### config.mk
export PLATFORM = sky130hd
export DESIGN_NAME = mouse_axis_adapter
export DESIGN_NICKNAME = d
export VERILOG_FILES = /design/src/rtl/atari_input_pkg.sv /design/src/rtl/axis_accum.sv /design/src/rtl/mouse_axis_adapter.sv
export SDC_FILE = /design/constraint.sdc
export NUM_CORES = 1
export LEC_CHECK = 0
export CORE_ASPECT_RATIO = 1.25
export CORE_MARGIN = 10
export CORE_UTILIZATION = 40
export CTS_CLUSTER_SIZE = 25
export DETAILED_ROUTE_END_ITERATION = 8
export DONT_BUFFER_PORTS = 1
export MAX_ROUTING_LAYER = met4
export PLACE_DENSITY = 0.61
export SYNTH_ARGS = -nofsm -noshare
export SYNTH_HDL_FRONTEND = slang
export SYNTH_HIERARCHICAL = 1
export SYNTH_SLANG_ARGS = --single-unit
### constraint.sdc
create_clock -name CLK -period 9.69 [get_ports CLK]
set_input_delay 0.4845 -clock CLK [delete_from_list [all_inputs] [get_ports CLK]]
set_output_delay 0.4845 -clock CLK [all_outputs]
set_load 0.1 [all_outputs]
### src/rtl/atari_input_pkg.sv
// Shared types, limits and PS/2 mouse bus layout for the Atari input path.
package atari_input_pkg;

    typedef enum logic {
        JOY   = 1'b0,
        MOUSE = 1'b1
    } mode_e;

    localparam int AXIS_MIN = -128;
    localparam int AXIS_MAX = 127;

    localparam int STB     = 24;
    localparam int XS      = 4;
    localparam int YS      = 5;
    localparam int DX_LSB  = 8;
    localparam int DY_LSB  = 16;
    localparam int BTN_LSB = 0;

    function automatic logic [7:0] sat_axis(input logic signed [9:0] v);
        if (v > $signed(10'(AXIS_MAX))) return 8'(AXIS_MAX);
        if (v < $signed(10'(AXIS_MIN))) return 8'(AXIS_MIN);
        return v[7:0];
    endfunction

endpackage

### src/rtl/axis_accum.sv
// One mouse axis: scale, optional negate, per-packet clamp and saturating integrate.
module axis_accum
    import atari_input_pkg::*;
#(
    parameter int MAX_STEP   = 10,
    parameter int SENS_SHIFT = 1,
    parameter bit NEGATE     = 1'b0
) (
    input  logic       clk,
    input  logic       rst_n,
    input  logic       clear,
    input  logic       en,
    input  logic       sign,
    input  logic [7:0] mag,
    output logic [7:0] acc_nxt
);

    localparam logic signed [9:0] STEP_HI = 10'(MAX_STEP);
    localparam logic signed [9:0] STEP_LO = -STEP_HI;

    logic [7:0]        acc;
    logic signed [9:0] d_shift;
    logic signed [9:0] d_dir;
    logic signed [9:0] d_clamp;
    logic signed [9:0] sum;

    always_comb begin
        // Widen before shifting/negating so -256 survives negation.
        d_shift = $signed({sign, sign, mag}) >>> SENS_SHIFT;
        d_dir   = NEGATE ? -d_shift : d_shift;
        d_clamp = d_dir;
        if (d_dir > STEP_HI) d_clamp = STEP_HI;
        else if (d_dir < STEP_LO) d_clamp = STEP_LO;
        sum     = $signed({{2{acc[7]}}, acc}) + d_clamp;
        acc_nxt = acc;
        if (clear) acc_nxt = '0;
        else if (en) acc_nxt = sat_axis(sum);
    end

    always_ff @(posedge clk) begin
        if (!rst_n) acc <= '0;
        else        acc <= acc_nxt;
    end

endmodule

### src/rtl/mouse_axis_adapter.sv
// Arbitrates PS/2 mouse packets against the analog joystick for player-one axes.
module mouse_axis_adapter
    import atari_input_pkg::*;
#(
    parameter int MAX_STEP    = 10,
    parameter int SENS_SHIFT  = 1,
    parameter bit INVERT_Y    = 1'b0,
    parameter int IDLE_CYCLES = 0
) (
    input  logic        CLK,
    input  logic        RESET_N,
    input  logic [24:0] PS2_MOUSE,
    input  logic [15:0] JOYA,
    input  logic [1:0]  JOY_BTN,
    input  logic        HALT,
    output logic [7:0]  AXIS_X,
    output logic [7:0]  AXIS_Y,
    output logic [1:0]  BTN,
    output logic        MOUSE_ACT,
    output logic        PKT_STB
);

    localparam int IW = (IDLE_CYCLES > 0) ? $clog2(IDLE_CYCLES + 1) : 1;
    localparam logic [IW-1:0] IDLE_MAX = IW'(IDLE_CYCLES);

    logic          stb_d;
    logic          s1_valid;
    logic          s1_xs, s1_ys;
    logic [7:0]    s1_dx, s1_dy;
    logic [1:0]    s1_btn;
    mode_e         mode, mode_nxt;
    logic [IW-1:0] idle_cnt;
    logic          override, accept, acc_en, timeout;
    logic [7:0]    nxt_x, nxt_y;
    logic          unused_bits;

    assign unused_bits = ^{PS2_MOUSE[7:6], PS2_MOUSE[3:2]};
    assign override    = (JOYA != 16'd0) || HALT;
    assign accept      = (PS2_MOUSE[STB] != stb_d) && !override;
    assign acc_en      = s1_valid && !override;
    assign timeout     = (IDLE_CYCLES > 0) && (mode == MOUSE) && (idle_cnt == IDLE_MAX);
    assign MOUSE_ACT   = (mode == MOUSE);

    // The strobe is tracked even under override so a dropped packet is not replayed.
    always_ff @(posedge CLK) begin
        if (!RESET_N) begin
            stb_d    <= PS2_MOUSE[STB];
            s1_valid <= 1'b0;
            s1_xs    <= 1'b0;
            s1_ys    <= 1'b0;
            s1_dx    <= '0;
            s1_dy    <= '0;
            s1_btn   <= '0;
        end else begin
            stb_d    <= PS2_MOUSE[STB];
            s1_valid <= accept;
            if (accept) begin
                s1_xs  <= PS2_MOUSE[XS];
                s1_ys  <= PS2_MOUSE[YS];
                s1_dx  <= PS2_MOUSE[DX_LSB +: 8];
                s1_dy  <= PS2_MOUSE[DY_LSB +: 8];
                s1_btn <= PS2_MOUSE[BTN_LSB +: 2];
            end
        end
    end

    always_ff @(posedge CLK) begin
        if (!RESET_N || override || accept) idle_cnt <= '0;
        else if (idle_cnt != IDLE_MAX)      idle_cnt <= idle_cnt + IW'(1);
    end

    always_ff @(posedge CLK) begin
        if (!RESET_N) mode <= JOY;
        else          mode <= mode_nxt;
    end

    always_comb begin
        mode_nxt = mode;
        if (override)     mode_nxt = JOY;
        else if (acc_en)  mode_nxt = MOUSE;
        else if (timeout) mode_nxt = JOY;
    end

    axis_accum #(.MAX_STEP(MAX_STEP), .SENS_SHIFT(SENS_SHIFT), .NEGATE(1'b0)) u_acc_x (
        .clk(CLK), .rst_n(RESET_N), .clear(override || timeout), .en(acc_en),
        .sign(s1_xs), .mag(s1_dx), .acc_nxt(nxt_x)
    );

    axis_accum #(.MAX_STEP(MAX_STEP), .SENS_SHIFT(SENS_SHIFT), .NEGATE(INVERT_Y)) u_acc_y (
        .clk(CLK), .rst_n(RESET_N), .clear(override || timeout), .en(acc_en),
        .sign(s1_ys), .mag(s1_dy), .acc_nxt(nxt_y)
    );

    // Outputs follow the next mode so a mode change is visible on the same edge.
    always_ff @(posedge CLK) begin
        if (!RESET_N) begin
            AXIS_X  <= '0;
            AXIS_Y  <= '0;
            BTN     <= '0;
            PKT_STB <= 1'b0;
        end else begin
            AXIS_X  <= (mode_nxt == MOUSE) ? nxt_x : JOYA[7:0];
            AXIS_Y  <= (mode_nxt == MOUSE) ? nxt_y : JOYA[15:8];
            BTN     <= acc_en ? s1_btn : ((mode_nxt == MOUSE) ? BTN : JOY_BTN);
            PKT_STB <= acc_en;
        end
    end

endmodule

Yosys cells after proc, flatten, opt, wreduce, memory -nomap -nowiden
Index checks and enable logic that the tools add are counted.
- eq/ne operators: 2
- add/subtract/negate cells: 2
- reductions and logical operators: 5
- order comparisons: 8
- mux-type cells: 36
- operators with widths (operator ; count):
    $mux 8 ; 14
    $mux 10 ; 4
    $add 8x10->10 ; 2
    $gt 10x8->1 const B ; 2
    $lt 10x8->1 const B ; 2
    $gt 8x5->1 const B ; 2
    $lt 8x5->1 const B ; 2
    $mux 1 ; 16
    $reduce_bool 16->1 ; 1
    $mux 2 ; 2
    $logic_and 1x1->1 ; 2
    $ne 2x1->1 const B ; 1
    $logic_not 1->1 ; 1
    $logic_or 1x1->1 ; 1
    $ne 1x1->1 ; 1
- output and inout bits: 20
- logic and storage cells: 67
- register bits after elaboration: 58
- bits of input ports: 46

Logic depth before layout (Yosys ltp)
Gate-level depths: netlist of the first run.
- depth after elaboration: 16
- gate-level depth with buffers: 16
- depth with buffers taken out: 15

Cells and area by module
Netlist of the first run, hierarchy kept.
- modules (own cells, without submodules) (module ; area an instance (µm²) ; instances ; cells an instance ; sequential area each (µm²)):
    mouse_axis_adapter ; 1804.2 ; 1 ; 177 ; 840.8
    axis_accum (u_acc_x) ; 1188.6 ; 1 ; 166 ; 160.2
    axis_accum (u_acc_y) ; 1082.3 ; 1 ; 145 ; 160.2

Worst setup path after synthesis of the first run
No wires, ideal clock.
- path type: register -> register
- start point: register s1_dy[6]
- end point: register AXIS_Y[0]
- path slack: 6.297 ns
- buffers on the path: 0
- data required time: 9.575 ns
- setup time: 0.115 ns
- period minus slack after synthesis: 3.393 ns
- data arrival time: 3.278 ns
- stages on the path, launching flop included: 16
- cell sequence: dfxtp_1 > nand4_1 > or2_2 > ha_1 > nor3b_1 > ha_1 > inv_1 > fa_1 > and2b_4 > o211ai_4 > a211oi_1 > nor3_1 > nor4b_1 > nor3_1 > nor4b_2 > o21a_1
- word-level cells in the longest chain between the ends: 14
- elaborated cells on any way between the ends: 20
- classes of those cells: add/sub (1); order compare (4); mux (15)
- RTL lines (element ; RTL line ; text):
    from (decl) ; mouse_axis_adapter.sv:29 ; logic [7:0] s1_dx, s1_dy;
    from (signal assigned) ; mouse_axis_adapter.sv:61 ; s1_dy <= PS2_MOUSE[DY_LSB +: 8];
    $lt 8x5->1 ; axis_accum.sv:33 ; else if (d_dir < STEP_LO) d_clamp = STEP_LO;
    $mux 10 ; axis_accum.sv:33 ;
    $mux 10 * ; axis_accum.sv:32 ; if (d_dir > STEP_HI) d_clamp = STEP_HI;
    $add 8x10->10 * ; axis_accum.sv:34 ; sum = $signed({{2{acc[7]}}, acc}) + d_clamp;
    $lt 10x8->1 ; atari_input_pkg.sv:21 ; if (v < $signed(10'(AXIS_MIN))) return 8'(AXIS_MIN);
    $mux 1 (2 in a row) ; atari_input_pkg.sv:21 ;
    $mux 1 ; axis_accum.sv:37 ; else if (en) acc_nxt = sat_axis(sum);
    $mux 1 ; axis_accum.sv:36 ; if (clear) acc_nxt = '0;
    $mux 8 ; atari_input_pkg.sv:22 ; return v[7:0];
    $mux 8 * ; atari_input_pkg.sv:21 ;
    $mux 8 * ; axis_accum.sv:37 ;
    $mux 8 * ; axis_accum.sv:36 ;
    net nxt_y[0] ; mouse_axis_adapter.sv:34 ; logic [7:0] nxt_x, nxt_y;
    $mux 8 * ; mouse_axis_adapter.sv:103 ; AXIS_Y <= (mode_nxt == MOUSE) ? nxt_y : JOYA[15:8];
    to (signal assigned) ; mouse_axis_adapter.sv:103 ;
    to (decl) ; mouse_axis_adapter.sv:17 ; output logic [7:0] AXIS_Y,
Mark *: on every way through the listed nets, which the timed path passes. The rest lies on a longest branch. The select of a mux whose other input is x is not followed.
A chain may end at the register's enable or synchronous reset.

Worst setup path in the final report of the first run
- start point: register s1_dy[6]
- end point: register AXIS_Y[6]
Same word-level chain as after synthesis.

==> results of run 1 <==
[report_power, final]
part,leakage (nW),switching (mW),internal (mW)
logic,1.01,0.00332,0.00444
clock network,0.0702,0.0846,0.0965
registers,0.456,0.0313,0.234
[final cells by class]
| class | count | area share (%) |
|---|---|---|
| Clock buffer | 5 | 3.00 |
| Inverter | 18 | 1.62 |
| Sequential cell | 56 | 26.9 |
| Timing Repair Buffer | 2 | 0.360 |
| Tap cell | 126 | 3.78 |
| Clock inverter | 3 | 0.510 |
| Multi-Input combinational cell | 379 | 63.8 |
[through the flow]
stage          setup WS (ns)  hold WS (ns)  instances  utilization [%]
6_report                5.72         0.216        589             42.9
5_1_grt                 5.50         0.202        589             42.9
4_1_cts                 5.78         0.207        589             42.9
3_5_place_dp            5.78         0.469        581             41.4
3_3_place_gp            5.86         0.466        581             41.4
2_1_floorplan           6.30         0.438        480                -
[worst max-delay path: stages, from the launching register on]
cell	delay (ns)
dfxtp_1	0.39
nand4_1	0.10
or2_2	0.30
ha_1	0.36
nor3b_1	0.33
ha_1	0.23
inv_1	0.05
fa_1	0.38
and2b_4	0.29
o211ai_4	0.12
a311oi_1	0.39
o311ai_1	0.15
a21oi_1	0.30
nor3_1	0.09
nor4b_2	0.18
o21a_1	0.20
[final timing paths]
path	from	end	slack (ns)	cells past startpoint
worst max-delay path	s1_dy[6]$_SDFFE_PN0P_	AXIS_Y[6]$_SDFF_PN0_	5.72	15
worst min-delay path	PS2_MOUSE[24]	stb_d$_DFF_P_	0.22	0
worst max register to register	s1_dy[6]$_SDFFE_PN0P_	AXIS_Y[6]$_SDFF_PN0_	5.72	15
worst min register to register	s1_btn[0]$_SDFFE_PN0P_	s1_btn[0]$_SDFFE_PN0P_	0.48	2
[routing by layer]
metal	global-route usage (%)	up-vias	share of wire [%]
met5	-	-	0
li1	-	1695	-
met1	15.3	1609	40
met2	25.7	57	54
met3	3.77	10	4.2
met4	3.48	0	1.2
[registers in the layout, indices dropped and copies added (netlist names)]
signal       cells
MOUSE_ACT        1
stb_d            1
PKT_STB          1
s1_dx            7
s1_xs            1
s1_dy            7
BTN              2
AXIS_Y           8
u_acc_y/acc      8
u_acc_x/acc      8
s1_ys            1
s1_btn           2
s1_valid         1
AXIS_X           8
==> metrics.md, run 1 <==
| Metric | Value |
|---|---|
| Vias | 3371 |
| Multi-input logic area | about 2700 um2 |
| Clock Skews | 0.00941 ns |
| Pwr Density | 109 nW/um2 |
| Count of final hold-check violations | 0 |
| Fillers | roughly 1000 |
| Post-DP HPWL | 8080 um |
| Clock-pin slew on the worst setup and hold paths | 0.08 ns |
| Ant diodes | 0 |
| Overall Power | 454 uW |
| Post-Syn Area | approximately 4000 um2 |
| DRC viols | 0 |
| CTS Hold Bufs | 0 |
| Crit share post-route | between 40% and 50% |
| Setup Buffers After CTS | 0 |
| Post-synthesis cell count | 480 |
| Fin nets | 528 |
| Register area | approximately 1100 um2 |
| Syn nets | 546 |
| Highest-count cells in the layout ignoring fill and taps | dfxtp_1, nor2_1, nand2_1 |
| RePlAce Congestion | 0.921 |
| Die W | approximately 110 um |
| Clk root buf | clkbuf_16 |
| CTS tree | done |
| DRT Pass-1 Iters | 4 |
| Core Region | 9710 um2 |
| HP Class | input port to flip-flop |
| Port bufs | 0 |
| Leak | 1.54 nW |
| Worst VDD drop | 85.2 uV |
| Post-place instance area | 4020 um2 |
| TritonCTS Buffers | 5 |
| Final setup vio count | 0 |
| Final TNS setup | 0 ns |
| Worst setup SP type | flip-flop |
| Worst Tran Pin Value | ~1.2 ns |
| Outcome | finished clean |
| Total of warnings raised by yosys | 6 |
| Skew-Pair Late Insertion Delay | slightly below 0.3 ns |
| Drt via density | 5.72 |
| Share of cells above drive strength 1 | 11.7% |
| Rel. slew slack | a little over a fifth |
| Drt total wl | 10400 um |
| Initial DRC count | 138 |
| Initial antenna violation count | 0 |
| Final std cell area, no fill | 4170 um2 |
| Critical path type | flip-flop to flip-flop |
| Post-CTS sizing | 0 |
| Crit path DAT | roughly 4.2 ns |
| First-pass GRT wire length | roughly 17000 um |
| Placement Rows | 40 |
| Antenna Nets Post-Route | 0 |
| Top-Level Pins | 66 |
| Die height | 132 um |
| Max clock buf depth | 2 |
| Final Max Slew Viols | 0 |
| Period minus WS final | 3.97 ns |
| Gr usage total | 14.5% |
| Largest net degree at the start of global routing | 60 |
| Clock Sinks | 56 |
| Crit-path max FO | 7 |
| Wirelength per Cell | 17.6 um |
| Crit path capture type | flip-flop |
| Syn_area_per_cell | 8.33 um2 |
| Max Cap Viol | 0 |
| Vias in the first global route | ~3300 |
| Fmax | 252 MHz |
| Total grt overflow | 0 |
| Effective utilization at floorplan | between 40 and 50% |
| RSZ-0062 raised after global routing | false |
| Area grow syn2layout | 4.19% |
| Required time of the worst setup path | between 9 and 10 ns |
| H-tree levels | 2 |
| Die ar. | 14400 um2 |
No activity file was read; power rests on OpenSTA's default activity.
==> run 2: changes to the inputs <==
==> constraint.sdc (replaced) <==
create_clock -name CLK -period 3.9 [get_ports CLK]
set_input_delay 0.195 -clock CLK [delete_from_list [all_inputs] [get_ports CLK]]
set_output_delay 0.195 -clock CLK [all_outputs]
set_load 0.1 [all_outputs]
==> metrics.md, run 2 (synthesized netlist as in run 1, its figures left out) <==
| Metric | Value |
|---|---|
| Outcome | finished clean |
| RePlAce Congestion | 0.913 |
| Reg2reg path depth | 15 |
| Overall Power | ~1.1 mW |
| Effective utilization at floorplan | 41.2% |
| Initial DRC count | 182 |
| Die W | 109 um |
| Final non-filler cell total | 601 |
| Max clock buf depth | 2 |
| Flop2flop setup slack | 0.18 ns |
| Period minus WS final | 3.72 ns |
| Leak | 1.65 nW |
| FF-to-FF End | AXIS_Y[2]$_SDFF_PN0_ |
| Fillers | 985 |
| Crit path capture type | flip-flop |
| Drt total wl | between 10000 and 15000 um |
| Die height | roughly 130 um |
| Clk root buf | clkbuf_16 |
| RSZ-0062 raised after global routing | true |
| Vias in the first global route | between 3000 and 4000 |
| Final setup vio count | 0 |
| Required time of the worst setup path | 4.10 ns |
| H-tree levels | 2 |
| Core Region | 9710 um2 |
| Skew-Pair Late Insertion Delay | 0.30 ns |
| Share of cells above drive strength 1 | 16.2% |
| Top-Level Pins | 66 |
| Worst VDD drop | 214 uV |
| Ant diodes | 0 |
| Fmax | 268 MHz |
| Placement Rows | 40 |
| Clock-pin slew on the worst setup and hold paths | 0.08 ns |
| R2R Path Start | s1_ys$_SDFFE_PN0P_ |
| Rel. slew slack | ~19% |
| First-pass GRT wire length | 17100 um |
| Fin nets | 540 |
| Drt via density | 5.67 |
| Clock Sinks | 56 |
| Highest-count cells in the layout ignoring fill and taps | dfxtp_1, nor2_1, nand2_1 |
| Crit share post-route | 95.5% |
| Count of final hold-check violations | 0 |
| DRT Pass-1 Iters | 5 |
| Worst Tran Pin Value | 1.21 ns |
| Die ar. | 14400 um2 |
| Post-DP HPWL | 8150 um |
| Worst setup SP type | flip-flop |
| Critical path type | flip-flop to flip-flop |
| Max Cap Viol | 0 |
| Pwr Density | 264 nW/um2 |
| DRC viols | 0 |
| Port bufs | 0 |
| Post-layout util | 44.6% |
| TritonCTS Buffers | 5 |
| Total grt overflow | 0 |
| Crit-path max FO | 5 |
| Area grow syn2layout | 8.26% |
| Clock Skews | around 0.010 ns |
| Antenna Nets Post-Route | 0 |
| Gr usage total | 15.1% |
| Critical path launch point | s1_ys$_SDFFE_PN0P_ |
| HP Class | input port to flip-flop |
| Crit path DAT | 3.93 ns |
| Worst Setup EP | AXIS_Y[2]$_SDFF_PN0_ |
| Final Max Slew Viols | 0 |
| WHS Path Cells | 1 |
| Placed insts | 591 |
| Vias | ~3400 |
| Initial antenna violation count | 0 |
| Wirelength per Cell | 17.8 um |
| Largest net degree at the start of global routing | 60 |
| CTS tree | done |
run 2: worst max-delay path, stage by stage (launching register included):
cell      delay (ns)
dfxtp_1         0.38
nand4_1         0.10
or2_2           0.30
ha_1            0.33
nor3b_2         0.21
ha_1            0.18
inv_1           0.05
fa_1            0.38
and2b_4         0.29
o211ai_4        0.13
a211oi_1        0.30
o311ai_0        0.19
a21oi_1         0.30
nor3_1          0.08
nor4b_2         0.18
o21a_1          0.21
run 2: through the flow:
| step | instance area (um2) | setup TNS [ns] | worst slack [ns] | hold slack [ns] |
|---|---|---|---|---|
| finish | 4330 | 0 | 0.175 | 0.00913 |
| global route | 4330 | -0.166 | -0.0836 | -0.0000975 |
| CTS | 4250 | 0 | 0.0584 | 0.00398 |
| detailed placement | 4100 | 0 | 0.0617 | 0.223 |
| global placement | 4100 | 0 | 0.166 | 0.223 |
| floorplan | 4000 | 0 | 0.507 | 0.223 |
run 2: area by class of cell:
| cell class | instances | area, um2 | area share (%) |
|---|---|---|---|
| clock buffers | 5 | 125 | 2.89 |
| inverters | 18 | 67.6 | 1.56 |
| repair buffers | 14 | 108 | 2.48 |
| flip-flops and latches | 56 | 1120 | 25.9 |
| clock inverters | 3 | 22.5 | 0.520 |
| multi-input cells | 379 | 2730 | 63.0 |
| well taps | 126 | 158 | 3.64 |
run 2: where the power goes:
part | internal (mW) | switching (mW)
Sequential | 0.582 | 0.0778
Clock | 0.241 | 0.222
Combinational | 0.0118 | 0.00892
run 2: worst min path at each step:
stage | startpoint | to | slack, ns
6_report | JOYA[2] | AXIS_X[2]$_SDFF_PN0_ | 0.009
5_1_grt | RESET_N | AXIS_X[2]$_SDFF_PN0_ | -0.0001
4_1_cts | JOYA[8] | AXIS_Y[0]$_SDFF_PN0_ | 0.004
3_5_place_dp | PS2_MOUSE[24] | stb_d$_DFF_P_ | 0.22
3_3_place_gp | PS2_MOUSE[24] | stb_d$_DFF_P_ | 0.22
2_1_floorplan | PS2_MOUSE[24] | stb_d$_DFF_P_ | 0.22
run 2: metal layers:
metal	up-vias	routed length [um]	global-route usage (%)
met5	-	0	-
met3	16	537	3.23
li1	1718	-	-
met4	0	189	4.42
met1	1596	4410	17.3
met2	78	5560	25.4
run 2: what timing repair did:
item | 4_1_cts | 5_1_grt
gates resized for setup | 0 | 15
setup buffers | 0 | 1
endpoints found under the hold margin | 1 | 0
endpoints found under the setup margin | 0 | 13
hold buffers | 1 | 0
